## config.mk

```make
export PLATFORM = sky130hd
export DESIGN_NAME = systolic_loader
export DESIGN_NICKNAME = d
export VERILOG_FILES = /design/src/rtl/npu_pkg.sv /design/src/rtl/mat_idx_counter.sv /design/src/rtl/systolic_loader.sv
export SDC_FILE = /design/constraint.sdc
export NUM_CORES = 2
export LEC_CHECK = 0
export CELL_PAD_IN_SITES_DETAIL_PLACEMENT = 0
export CELL_PAD_IN_SITES_GLOBAL_PLACEMENT = 1
export CORE_AREA = 2 2 627 629
export DETAILED_ROUTE_END_ITERATION = 10
export DIE_AREA = 0 0 629 631
export DONT_BUFFER_PORTS = 1
export GPL_TIMING_DRIVEN = 1
export PLACE_DENSITY = 0.4
export SLEW_MARGIN = 20
export SYNTH_ARGS = -nofsm -noshare
export SYNTH_HDL_FRONTEND = slang
export SYNTH_HIERARCHICAL = 1
export SYNTH_SLANG_ARGS = --single-unit
```

## constraint.sdc

```tcl
create_clock -name clk -period 2.8 [get_ports clk]
set_clock_uncertainty 0.05 [all_clocks]
set_input_delay 0.28 -clock clk [delete_from_list [all_inputs] [get_ports clk]]
set_output_delay 0.28 -clock clk [all_outputs]
set_load 0.05 [all_outputs]
```

## src/rtl/npu_pkg.sv

```systemverilog
// Shared NPU types and constants for the systolic-array front end.
package npu_pkg;

    localparam int N_DIM  = 10;
    localparam int DATA_W = 16;

    typedef enum logic [1:0] {
        StLoad  = 2'd0,
        StStart = 2'd1,
        StWait  = 2'd2,
        StDone  = 2'd3
    } loader_state_t;

    typedef logic signed [DATA_W-1:0] elem_t;

endpackage

```

## src/rtl/mat_idx_counter.sv

```systemverilog
// Row-major (row, col) index counter for an N x N matrix; clr dominates inc.
module mat_idx_counter #(
    parameter int N    = 10,
    parameter int IdxW = 4
) (
    input  logic            clk,
    input  logic            rst,
    input  logic            inc,
    input  logic            clr,
    output logic [IdxW-1:0] row,
    output logic [IdxW-1:0] col,
    output logic            last
);

    logic [IdxW-1:0] row_q, row_d;
    logic [IdxW-1:0] col_q, col_d;

    always_comb begin
        row_d = row_q;
        col_d = col_q;
        if (clr) begin
            row_d = '0;
            col_d = '0;
        end else if (inc) begin
            if (col_q == IdxW'(N - 1)) begin
                col_d = '0;
                row_d = row_q + 1'b1;
            end else begin
                col_d = col_q + 1'b1;
            end
        end
    end

    always_ff @(posedge clk) begin
        if (rst) begin
            row_q <= '0;
            col_q <= '0;
        end else begin
            row_q <= row_d;
            col_q <= col_d;
        end
    end

    assign row  = row_q;
    assign col  = col_q;
    assign last = (row_q == IdxW'(N - 1)) && (col_q == IdxW'(N - 1));

endmodule

```

## src/rtl/systolic_loader.sv

```systemverilog
// Assembles a serial row-major stream into an N x N matrix, then starts the array and waits.
// Optional LOADER_LAST_CHECK_EN adds in_last framing checks with a sticky err flag.
module systolic_loader #(
    parameter int N      = npu_pkg::N_DIM,
    parameter int DATA_W = npu_pkg::DATA_W
) (
    input  logic                                     clk,
    input  logic                                     rst,
    input  logic                                     in_valid,
    input  logic signed [DATA_W-1:0]                 in_data,
    output logic                                     in_ready,
    output logic signed [N-1:0][N-1:0][DATA_W-1:0]   A_out,
    output logic                                     sa_start,
    input  logic                                     sa_done,
    output logic                                     load_done,
    output logic                                     busy
`ifdef LOADER_LAST_CHECK_EN
    ,
    input  logic                                     in_last,
    output logic                                     err
`endif
);
    import npu_pkg::*;

    localparam int IdxW = (N > 1) ? $clog2(N) : 1;

    localparam logic [1:0] LOAD  = StLoad;
    localparam logic [1:0] START = StStart;
    localparam logic [1:0] WAIT  = StWait;
    localparam logic [1:0] DONE  = StDone;

    logic [1:0] state_q, state_d;
    logic signed [N-1:0][N-1:0][DATA_W-1:0] a_q, a_d;
    logic sa_done_q;
    logic [IdxW-1:0] row, col;
    logic idx_last, accept, final_beat, abort, idx_clr;

    assign accept     = in_valid && (state_q == LOAD);
    assign final_beat = accept && idx_last;

`ifdef LOADER_LAST_CHECK_EN
    logic err_q, err_d;

    // Early in_last restarts framing; a missing one on the final beat is only flagged.
    assign abort = accept && in_last && !idx_last;
    assign err_d = err_q | (accept && (in_last != idx_last));

    always_ff @(posedge clk) begin
        if (rst) err_q <= 1'b0;
        else     err_q <= err_d;
    end

    assign err = err_q;
`else
    assign abort = 1'b0;
`endif

    assign idx_clr = final_beat || abort;

    mat_idx_counter #(
        .N    (N),
        .IdxW (IdxW)
    ) u_idx (
        .clk  (clk),
        .rst  (rst),
        .inc  (accept),
        .clr  (idx_clr),
        .row  (row),
        .col  (col),
        .last (idx_last)
    );

    always_comb begin
        a_d = a_q;
        if (accept) a_d[row][col] = in_data;
    end

    always_comb begin
        state_d = state_q;
        unique case (state_q)
            LOAD:    if (final_beat) state_d = START;
            START:   state_d = WAIT;
            WAIT:    if (sa_done && !sa_done_q) state_d = DONE;
            DONE:    state_d = LOAD;
            default: state_d = LOAD;
        endcase
    end

    always_ff @(posedge clk) begin
        if (rst) begin
            state_q   <= LOAD;
            a_q       <= '0;
            sa_done_q <= 1'b0;
        end else begin
            state_q   <= state_d;
            a_q       <= a_d;
            sa_done_q <= sa_done;
        end
    end

    assign A_out     = a_q;
    assign in_ready  = (state_q == LOAD);
    assign sa_start  = (state_q == START);
    assign load_done = (state_q == DONE);
    assign busy      = (state_q != LOAD);

endmodule
```

# After elaboration in Yosys (flattened, before gate mapping)
# Cells that the tools add are included.
# word_totals
output_inout_bits	1604
wordCells	138
ramBits	0
mem_bits_ro	0
reg_bits	1611
memories	0
latchBits	0
# classes
n_eq_ne	7
reduce_logical	12
muxes	9
mul	0
n_addsub	2
n_div	0
bitwise	0
shifts	0
n_lt_le_gt_ge	4
# op_table
op	count
$bwmux W1600	1
$demux W160 S4	1
$mux W160	1
$demux W16 S4	1
$mux W16	1
$lt A4 B5 Y1 const B	2
$add A4 B1 Y4 const B	2
$eq A4 B4 Y1 const B	2
$ge A4 B1 Y1 const B	2
$pmux W2 S4	1
$logic_and A1 B1 Y1	6
$eq A2 B2 Y1 const B	2
$mux W2	2
$mux W4	1
$reduce_and A2 Y1	2
$eq A2 B1 Y1 const B	1
$logic_not A2 Y1	1
$ne A2 B1 Y1 const B	1
$ne A2 B2 Y1 const B	1
$reduce_bool A2 Y1	1
$reduce_or A2 Y1	1
$logic_not A1 Y1	1

# Depth between registers and ports, before layout
# depth
word_depth	7
depth_mapped	10
depth_no_buf	8

# Modules after synthesis
# Netlist, hierarchy kept.
# by_module_without_submodules
module	n_inst	cells_each	area_per_inst_um2	seq_area_each_um2
systolic_loader	1	7273	56486.7	32090.8
mat_idx_counter	1	48	404.1	160.2

# Worst setup path before layout
# No wires, ideal clock.
# synth_path
path_type	reg2reg
from	register state_q[0]
to	register a_q, in the netlist A_out[1029]
arrival_ps	2489
period_less_slack_ps	2609
slack_ps	191
setup_time_ps	70
path_stages_with_launch	10
t_required_ps	2680
path_cell_list	dfxtp_1 > inv_1 > ha_1 > buf_2 > nand4b_1 > buf_1 > nor3_1 > clkbuf_1 > nand2_1 > a21oi_1
# synth_via
elab_chain_len	2
# synth_lines
element	line	source
start: declaration	systolic_loader.sv:32	logic [1:0] state_q, state_d;
start signal: assignment	systolic_loader.sv:95	state_q <= state_d;
$logic_not A2 Y1	-	
via in_ready	systolic_loader.sv:11	output logic in_ready,
$logic_and A1 B1 Y1	systolic_loader.sv:38	assign accept = in_valid && (state_q == LOAD);
end signal: assignment	systolic_loader.sv:92	a_q <= '0;
end signal: assignment	systolic_loader.sv:96	a_q <= a_d;
end: declaration	systolic_loader.sv:33	logic signed [N-1:0][N-1:0][DATA_W-1:0] a_q, a_d;
# The timed path passes the listed nets, and every way through them passes these cells.
# A chain may end at the register's enable or synchronous reset.

# Worst setup path in the final report
# layout_path
from	register state_q[1]
to	register a_q, in the netlist A_out[801]
# layout_via
elab_chain_len	2
# layout_lines
element	line
$logic_not A2 Y1	systolic_loader.sv:38
$logic_and A1 B1 Y1	systolic_loader.sv:38
# Every way passes these cells.

==> results.yml <==
outcome:
  status: "complete, but fails checks"
  violations: "negative hold slack"
worst_setup_path:
  crit_type: "register to register"
  cp_num_buf_inv: 6
  cp_top_family: "buffers and inverters"
  critPathLaunchType: "register"
  end_kind: "register"
  crit_top_cell: "buf_4"
  required_ns: 3.59
  cp_slowest_stage_delay_ns: 0.57
  cp_max_fo: 16
  cp_cell_sequence: "inv_1 > ha_2 > buf_6 > nand4bb_4 > buf_12 > buf_4 > nor3_2 > buf_4 > nand2_1 > a21oi_1 > dlygate4sd3_1"
  cpMaxStageDelayCell: "dlygate4sd3_1"
  arrival_ns: 3.48
timing:
  rsz0062_at_grt: "yes"
  max-slew-margin-rel: 0.102
  hold_viol_final: 213
  finalCritPeriodShare: 0.959
  worstMarginPinSlew_ns: 1.35
  hold-worst-slack_ns: -0.558
  slew_viol_final: 0
  finalCriticalPeriod_ns: 2.68
  setup_viol: 0
  fmax_ghz: 0.373
synth:
  syn_nets: 7347
  synthCells: 7321
  netlist_area_sq_um: 56900
  seq_area_frac_synth: 0.567
  async_flop_share: 0
  synth_edf_count: 0
  syn_avg_cell_area_sq_um: 7.77
  ys_top_cells_by_count: "nand2_1 (3205), dfxtp_1 (1611), a21oi_1 (1605), clkbuf_1 (456), buf_2 (134)"
  synth.area.top_cells: "dfxtp_1 (57%), nand2_1 (21%), a21oi_1 (14%), clkbuf_1 (3.0%), buf_2 (1.2%)"
  yosysWarnings: 6
  synth.most_common_cell: "nand2_1"
  ys.flop_type: "dfxtp_1"
  ys_ff_latch: 1611
  yosysTopAreaCell: "dfxtp_1"
  synth_cell_types: 41
  synth_top_area_frac: 0.567
cells_and_area:
  fin_util: 0.185
  layout-area-overhead-vs-synth_pct: 27.1
  fillers: 43700
  instances_no_fill: 12700
  drive_gt1_frac: 0.106
  fin_nets: 7305
detailed_routing:
  ant_nets: 0
  drc: 0
  drt_iter0_drc: 4241
  wire_per_inst_um: 26.6
  routed-via-count: 50500
  first_pass_iters: 6
  wl_um: 337000
  vias_per_cell: 3.98
power:
  ir_drop_uv: 449
  powerDensity_nw_per_um2: 754
  p_leak_nw: 22.3
  finalPower_w: 0.0545
floorplanning:
  io_pins: 1624
  die_w_um: 629
  fp.dieArea_sq_um: 397000
  core_area_sq_um: 391000
  initial_core_util: 0.146
  rows: 230
  fp.dieH_um: 631
clock_network:
  clkLatencyLatePin_ns: 0.91
  clock_path_buffers: 4
  clock_sinks: 1611
  cts.clk_slew.worst_paths_ns: 0.06
  cts_tree: "built"
  ctsRootBufferMaster: "clkbuf_16"
  cts_buffers: 203
  htreeDepth: 4
placement:
  gp_congestion: 0.778
  post-place-cells: 12200
  dp_hpwl_um: 214000
  port_buffers: 0
grt:
  grt_pass1_wl_um: 445000
  grt_pass1_vias: 47400
  track_usage: 0.162
  antenna_found_initial: 14
  grt_max_degree: 261
  overflow: 0
hold_path:
  hp-class: "input port to register"
flow_run:
  cap_violations: 0
==> final cells by class <==
class	count	area, sq um	share of cell area
Clock buffer	300	6040	0.0835
Antenna cell	10	25.0	0.000346
Sequential cell	1611	32300	0.446
Tap cell	5220	6530	0.0903
Multi-Input combinational cell	5085	22600	0.313
Clock inverter	69	987	0.0137
Timing Repair Buffer	373	3820	0.0529
Inverter	5	18.8	0.000260
==> state kept, by name, indices dropped and copies added, names as in the netlist <==
signal	count
A_out	1600
u_idx/row	4
state_q	2
u_idx/col	4
sa_done_q	1
==> routing by layer <==
metal,wire length [um],share of wire,vias up,global-route usage
met5,16,0.000047,-,0
met4,13900,0.041,2,0.0625
met3,31700,0.094,421,0.0605
met2,163000,0.48,2009,0.276
met1,128000,0.38,24500,0.182
li1,-,-,23600,-
==> through the flow <==
| stage | TNS, ns | hold WS [ns] | area (sq um) | setup slack (ns) |
|---|---|---|---|---|
| after detailed placement | -234.50 | 0.355 | 64100 | -1.06 |
| after global routing | -0.0668 | -0.669 | 72300 | -0.0267 |
| after CTS | 0 | -0.674 | 72100 | 0.00170 |
| final | 0 | -0.558 | 72300 | 0.116 |
| after global placement | -228.73 | 0.352 | 64000 | -0.847 |
| after floorplan | 0 | 0.358 | 56900 | 0.191 |
==> logic make-up (layout without fill, tap and decap cells) <==
kind of cell	Yosys count	after routing	synth area share
flops	1611	1611	0.567
buf+inv	625	747	0.0446
xor+xnor	2	2	0.000308
compound gates	1613	1613	0.142
simple gates	3463	3463	0.245
mux	1	1	0.000176
other cells	0	10	0
fa+ha+maj	6	6	0.00132
==> cells in the final DEF (no fill, tap or decap), types with 3 or more instances in the layout <==
cell,synthesis,layout
clkinv_2,0,30
nor3_2,63,64
clkinv_4,0,5
nor4b_4,0,3
diode_2,0,10
dfxtp_2,0,5
ha_1,6,5
bufinv_16,0,20
a21oi_1,1605,1604
buf_16,0,28
dlygate4sd3_1,0,42
dfxtp_1,1611,1606
nor2_1,8,7
inv_6,0,7
nand4bb_1,5,4
or4_1,3,3
nand4b_1,3,3
nand3_1,103,99
nand3_2,0,4
clkbuf_1,456,41
o21ai_0,3,3
nor4bb_4,0,4
buf_12,0,26
clkbuf_8,0,53
inv_1,5,5
or4b_1,4,4
clkbuf_16,0,206
buf_4,5,274
nand2_1,3205,3204
nor3_4,8,36
==> power breakdown <==
group | switching, W | leakage [nW] | internal [W]
Combinational | 0.00266 | 5.89 | 0.000590
Sequential | 0.000391 | 13.0 | 0.0230
Clock | 0.0111 | 3.47 | 0.0168
Total | 0.0141 | 22.3 | 0.0404
==> path summary, 6_finish.rpt <==
path	startpoint	end	slack, ns	cells after the start
hold / removal	rst	A_out[906]	-0.56	1
setup / recovery	state_q[1]	A_out[801]	0.12	11
hold reg to reg	A_out[1122]	A_out[1122]	0.42	2
setup reg to reg	state_q[1]	A_out[801]	0.12	11
==> repair_timing <==
item,CTS,global route
endpoints found under the hold margin,1611,218
pin swaps,0,3
setup endpoints to repair,113,38
hold buffers,56,5
resized for setup,0,6
buffers inserted,0,3
gates cloned,1,0
Note: power is estimated with default switching activity, not from simulation.
